**config.mk**
```make
export PLATFORM = sky130hd
export DESIGN_NAME = r2r_dac_streamer
export DESIGN_NICKNAME = d
export VERILOG_FILES = /design/src/rtl/r2r_dac_streamer.sv
export SDC_FILE = /design/constraint.sdc
export NUM_CORES = 1
export LEC_CHECK = 0
export ABC_AREA = 1
export ABC_CLOCK_PERIOD_IN_PS = 3120
export BUFFER_PORTS_ARGS = -buffer_cell sky130_fd_sc_hd__buf_2
export CELL_PAD_IN_SITES_DETAIL_PLACEMENT = 0
export CELL_PAD_IN_SITES_GLOBAL_PLACEMENT = 1
export CORE_AREA = 2 2 108 110
export DETAILED_ROUTE_END_ITERATION = 16
export DIE_AREA = 0 0 110 112
export PLACE_DENSITY_LB_ADDON = 0.3
export REMOVE_ABC_BUFFERS = 1
export SLEW_MARGIN = 20
export SYNTH_ARGS = -nofsm -noshare
export SYNTH_HDL_FRONTEND = slang
export SYNTH_SLANG_ARGS = --single-unit
```
**constraint.sdc**
```tcl
create_clock -name clk -period 3.12 [get_ports clk]
set_input_delay 0 -clock clk [delete_from_list [all_inputs] [get_ports clk]]
set_output_delay 0 -clock clk [all_outputs]
set_load 0.005 [all_outputs]
```
**src/rtl/r2r_dac_streamer.sv**
```systemverilog
// ---------------------------------------------------------------------------
// r2r_dac_streamer
//   Buffers DAC samples in a small FIFO and releases one per programmable
//   sample period, so an external R2R ladder updates at a fixed rate no
//   matter how bursty the producer is.
//
//   Optional feature macro: R2R_TRIANGLE_EN
//     defined   -> 'mode' port exists; mode=1 replaces FIFO playback with a
//                  +/-1 per tick triangle sweep over the full code range.
//     undefined -> stream mode only, no mode port, no triangle logic.
//
// Ports
//   clk, rst_n   clock, asynchronous active-low reset
//   ena          sample timer enable (pushes are accepted regardless)
//   din          sample to enqueue, qualified by din_valid
//   din_ready    FIFO not full (registered occupancy only)
//   div          sample period minus 1, in clk cycles
//   dac_out      registered code to the ladder, midscale after reset
//   level        FIFO occupancy 0..DEPTH
//   underflow    sticky: a tick found the FIFO empty; cleared by clr_uf
//   mode         (R2R_TRIANGLE_EN only) 0 stream, 1 triangle
// ---------------------------------------------------------------------------
module r2r_dac_streamer #(
    parameter int WIDTH = 8,
    parameter int DEPTH = 4,
    parameter int DIV_W = 16
) (
    input  logic                     clk,
    input  logic                     rst_n,
    input  logic                     ena,
    input  logic [WIDTH-1:0]         din,
    input  logic                     din_valid,
    output logic                     din_ready,
    input  logic [DIV_W-1:0]         div,
    output logic [WIDTH-1:0]         dac_out,
    output logic [$clog2(DEPTH):0]   level,
    output logic                     underflow,
`ifdef R2R_TRIANGLE_EN
    input  logic                     mode,
`endif
    input  logic                     clr_uf
);
    localparam int AW = $clog2(DEPTH);
    localparam logic [AW:0]      LVL_FULL = (AW+1)'(DEPTH);
    localparam logic [WIDTH-1:0] CODE_MID = {1'b1, {(WIDTH-1){1'b0}}};
    localparam logic [WIDTH-1:0] CODE_MAX = '1;

    logic [WIDTH-1:0] mem [DEPTH];
    logic [AW-1:0]    wr_ptr, rd_ptr;
    logic [DIV_W-1:0] cnt;
    logic             tick, push, pop, empty, stream;

    // ---------------- sample timer ----------------
    // '>=' rather than '==' so lowering div below the running count ticks on
    // the next enabled cycle instead of wrapping through the full range.
    assign tick = ena && (cnt >= div);

    always_ff @(posedge clk or negedge rst_n) begin
        if (!rst_n)    cnt <= '0;
        else if (tick) cnt <= '0;
        else if (ena)  cnt <= cnt + DIV_W'(1);
    end

    // ---------------- FIFO ----------------
`ifdef R2R_TRIANGLE_EN
    assign stream = ~mode;
`else
    assign stream = 1'b1;
`endif

    assign empty     = (level == '0);
    assign din_ready = (level != LVL_FULL);   // from registered level only
    assign push      = din_valid && din_ready;
    // Emptiness is judged on pre-edge state, so a word pushed on a tick edge
    // into an empty FIFO is not popped until the following tick.
    assign pop       = tick && stream && !empty;

    always_ff @(posedge clk) begin
        if (push) mem[wr_ptr] <= din;
    end

    // Pointers wrap naturally (DEPTH is a power of two); level tells full
    // from empty.
    always_ff @(posedge clk or negedge rst_n) begin
        if (!rst_n) begin
            wr_ptr <= '0;
            rd_ptr <= '0;
            level  <= '0;
        end else begin
            if (push) wr_ptr <= wr_ptr + AW'(1);
            if (pop)  rd_ptr <= rd_ptr + AW'(1);
            case ({push, pop})
                2'b10:   level <= level + (AW+1)'(1);
                2'b01:   level <= level - (AW+1)'(1);
                default: level <= level;
            endcase
        end
    end

    // ---------------- underflow ----------------
    // A new underflow takes priority over a coincident clear.
    always_ff @(posedge clk or negedge rst_n) begin
        if (!rst_n)                      underflow <= 1'b0;
        else if (tick && stream && empty) underflow <= 1'b1;
        else if (clr_uf)                 underflow <= 1'b0;
    end

    // ---------------- DAC output ----------------
`ifdef R2R_TRIANGLE_EN
    logic dir_up;
    logic step_up;

    // Flip at the endpoints without dwelling there: the step taken at an
    // endpoint already goes the new way.
    assign step_up = dir_up ? (dac_out != CODE_MAX) : (dac_out == '0);

    always_ff @(posedge clk or negedge rst_n) begin
        if (!rst_n)             dir_up <= 1'b1;
        else if (tick && mode)  dir_up <= step_up;
    end

    always_ff @(posedge clk or negedge rst_n) begin
        if (!rst_n)
            dac_out <= CODE_MID;
        else if (tick && mode)
            dac_out <= step_up ? dac_out + WIDTH'(1) : dac_out - WIDTH'(1);
        else if (pop)
            dac_out <= mem[rd_ptr];
    end
`else
    always_ff @(posedge clk or negedge rst_n) begin
        if (!rst_n)   dac_out <= CODE_MID;
        else if (pop) dac_out <= mem[rd_ptr];
    end
`endif

endmodule
```
==> summary.md <==
| Metric | Value |
|---|---|
| Fmax | 384.4 MHz |
| Initial Util | 29.53% |
| DRC errors left | 0 |
| Setup tns final | 0 ps |
| RSZ-0062 raised after global routing | false |
| Sequential-to-total area share from yosys stat | 53.43% |
| # clock sinks | 64 |
| Syn avg cell area | 9.508 um2 |
| Post-CTS Hold Buffers | 10 |
| Layout Nets | 452 |
| Rows | 39 |
| Commonest non-fill, non-tap cell in the layout | nand2_1 |
| Worst path buffer plus inverter count | 2 |
| Fraction of layout cells with a size suffix above 1 | 18.27% |
| Post-synthesis cell area | 3299 um2 |
| Slowest cell on crit path | dfrtp_1 |
| Chip Height | 112 um |
| CP max stage delay | 450 ps |
| Initial antenna violation count | 0 |
| Critical path class | flip-flop to flip-flop |
| IO Port Bufs | 41 |
| Maximum clock path buffer count | 2 |
| I/O pin count | 42 |
| Final cell count without fillers | 548 |
| Initial DRC count | 97 |
| Maximum vdd drop | 362.8 uV |
| Final setup fails | 0 |
| Hold WS | 129.2 ps |
| Power Dens Cells | 782.8 nW/um2 |
| Crit-path cells | ha_1 -> nand2_1 -> nor2_1 -> nor2_1 -> nand2_1 -> nand2_1 -> nand2_1 -> nand2_1 -> nand2_1 -> nand3_1 -> inv_1 -> ha_1 -> inv_1 -> fa_1 -> a21oi_1 -> o21ai_0 -> xnor2_1 |
| Run status | completed |
| Core area | 11170 um2 |
| CTS HTree Levels | 3 |
| Worst skew pair latency | 330 ps |
| Slew HR | 38.99% |
| Crit-path leading delay family | adder cells |
| Largest cells by area after synthesis | edfxtp_1, dfrtp_1, ha_1, nand2_1, inv_1 |
| Placer Congestion | 0.7875 |
| Most used cell, CP | nand2_1 |
| CTS buffer count | 9 |
| Max Cap Violations | 0 |
| Antenna fix cells | 0 |
| CP Capture Type | flip-flop |
| CTS tree | yes |
| Commonest non-fill, non-tap cells in the layout | nand2_1, inv_1, nor2_1 |
| Vias/cell | 4.495 |
| Area leader, netlist | edfxtp_1 |
| Area growth syn-to-layout | 22.11% |
| Crit start category | flip-flop |
| Post-CTS Setup Repair Bufs | 0 |
| Clk pin slew, worst setup/hold paths | 60 ps |
| Inst Count DP | 522 |
| Worst min path class | primary input to flip-flop |
| Routed Antenna Nets | 0 |
| Final hold vios | 0 |
| Root Driver | clkbuf_16 |
| GRT Overall Usage | 12.65% |
| Global route overflow | 0 |
| Syn Inst Count | 347 |
| Minimum clock period | 2602 ps |
| Post-Route WL | 7180 um |
| Largest net degree at the start of global routing | 33 |
| Post-synthesis sequential element count | 64 |
| Leak | 1.871 nW |
| CP arrival | 2810 ps |
| DP Wirelength | 5069 um |
| Worst Tran Pin Value | 911.8 ps |
| Vias in the first global route | 2521 |
| Pre-antenna DRT Iters | 4 |
| Post-Route Utilization | 36.05% |
| Critical Path Fanout Max | 4 |
| First-pass GRT wire length | 11970 um |
| Die area | 12320 um2 |
| CP required | 3320 ps |
| Die width | 110 um |
| Skew final | 5.629 ps |
| Per-cell routed wire length | 13.10 um |
| Top cell type's share of synthesized area | 29.12% |
| Unique masters post-synth | 30 |
| Tcrit/Tclk final | 83.39% |
| Post-CTS sizing | 0 |
| Slew Viols, Final | 0 |
| Vias post-DR | 2463 |
| Synthesis Warnings | 0 |
flip-flops by register name (all words and copies together), names as in the netlist:
name       flops
wr_ptr         2
underflow      1
level          3
mem           32
rd_ptr         2
dac_out        8
cnt           16
power breakdown:
part	internal [mW]	leakage [nW]	total (mW)	switching, mW
clock network	0.614	0.140	0.976	0.362
registers	1.13	0.704	1.32	0.198
logic	0.335	1.03	0.853	0.518
total	2.08	1.87	3.15	1.08
routing by layer:
layer / routed length [um] / vias up / global-route usage [%] / part of all wire, %
li1: - / 1255 / - / -
met4: 111 / 0 / 4.051 / 1.5
met2: 3613 / 39 / 22.09 / 50
met5: 0 / - / 0 / 0
met1: 3203 / 1160 / 14.84 / 45
met3: 252 / 9 / 3.396 / 3.5
cell type report:
| class | count | area, um2 |
|---|---|---|
| Clock buffer | 10 | 229.0 |
| Clock inverter | 6 | 60.06 |
| Fill cell | 1154 | 7146 |
| Inverter | 46 | 175.2 |
| Multi-Input combinational cell | 226 | 1303 |
| Sequential cell | 64 | 1763 |
| Tap cell | 143 | 178.9 |
| Timing Repair Buffer | 53 | 320.3 |
stage by stage:
stage	total power [mW]	area (um2)	setup slack, ps
floorplan	1.863	3241	372.4
CTS	3.203	4029	481.4
finish	3.154	4029	518.4
global placement	2.184	3640	528.5
detailed placement	2.205	3640	493.4
global route	3.384	4029	344.8
worst register-to-register path: stages (launching register included):
cell     delay, ps
dfrtp_1        450
ha_1           320
nand2_1         70
nor2_1         110
nor2_1          40
nand2_1         50
nand2_1         40
nand2_1         90
nand2_1         60
nand2_1         90
nand3_1         90
inv_1           90
ha_1           130
inv_1           70
fa_1           390
a21oi_1        140
o21ai_0        110
xnor2_1        140
synthesized netlist by cell type, drive strengths merged:
cell type	n
nand2	68
inv	46
nor2	46
edfxtp	32
dfrtp	31
ha	22
o21ai	22
nand3	16
nand4	13
a21oi	10
o22ai	8
xor2	8
buf	7
nor3	6
clkbuf	4
xnor2	4
dfstp	1
fa	1
o21a	1
or2	1
path summary, 6_finish.rpt:
| kind | cells past startpoint | from | endpoint | slack (ps) |
|---|---|---|---|---|
| min in group asynchronous | 2 | rst_n | cnt[7] | 270 |
| hold / removal | 3 | ena | dac_out[7] | 130 |
| hold reg to reg | 2 | dac_out[7] | dac_out[7] | 460 |
| setup / recovery | 17 | cnt[3] | level[2] | 520 |
| max in group asynchronous | 2 | rst_n | dac_out[6] | 2370 |
| setup reg to reg | 17 | cnt[3] | level[2] | 520 |
cells by family after synthesis:
| kind of cell | after synthesis | share of synthesized area [%] |
|---|---|---|
| buf+inv | 57 | 7.091 |
| fa+ha+maj | 23 | 8.949 |
| flops | 64 | 53.43 |
| compound gates | 41 | 6.599 |
| simple gates | 150 | 20.74 |
| xor+xnor | 12 | 3.185 |
No activity file was read; power rests on OpenSTA's default activity.
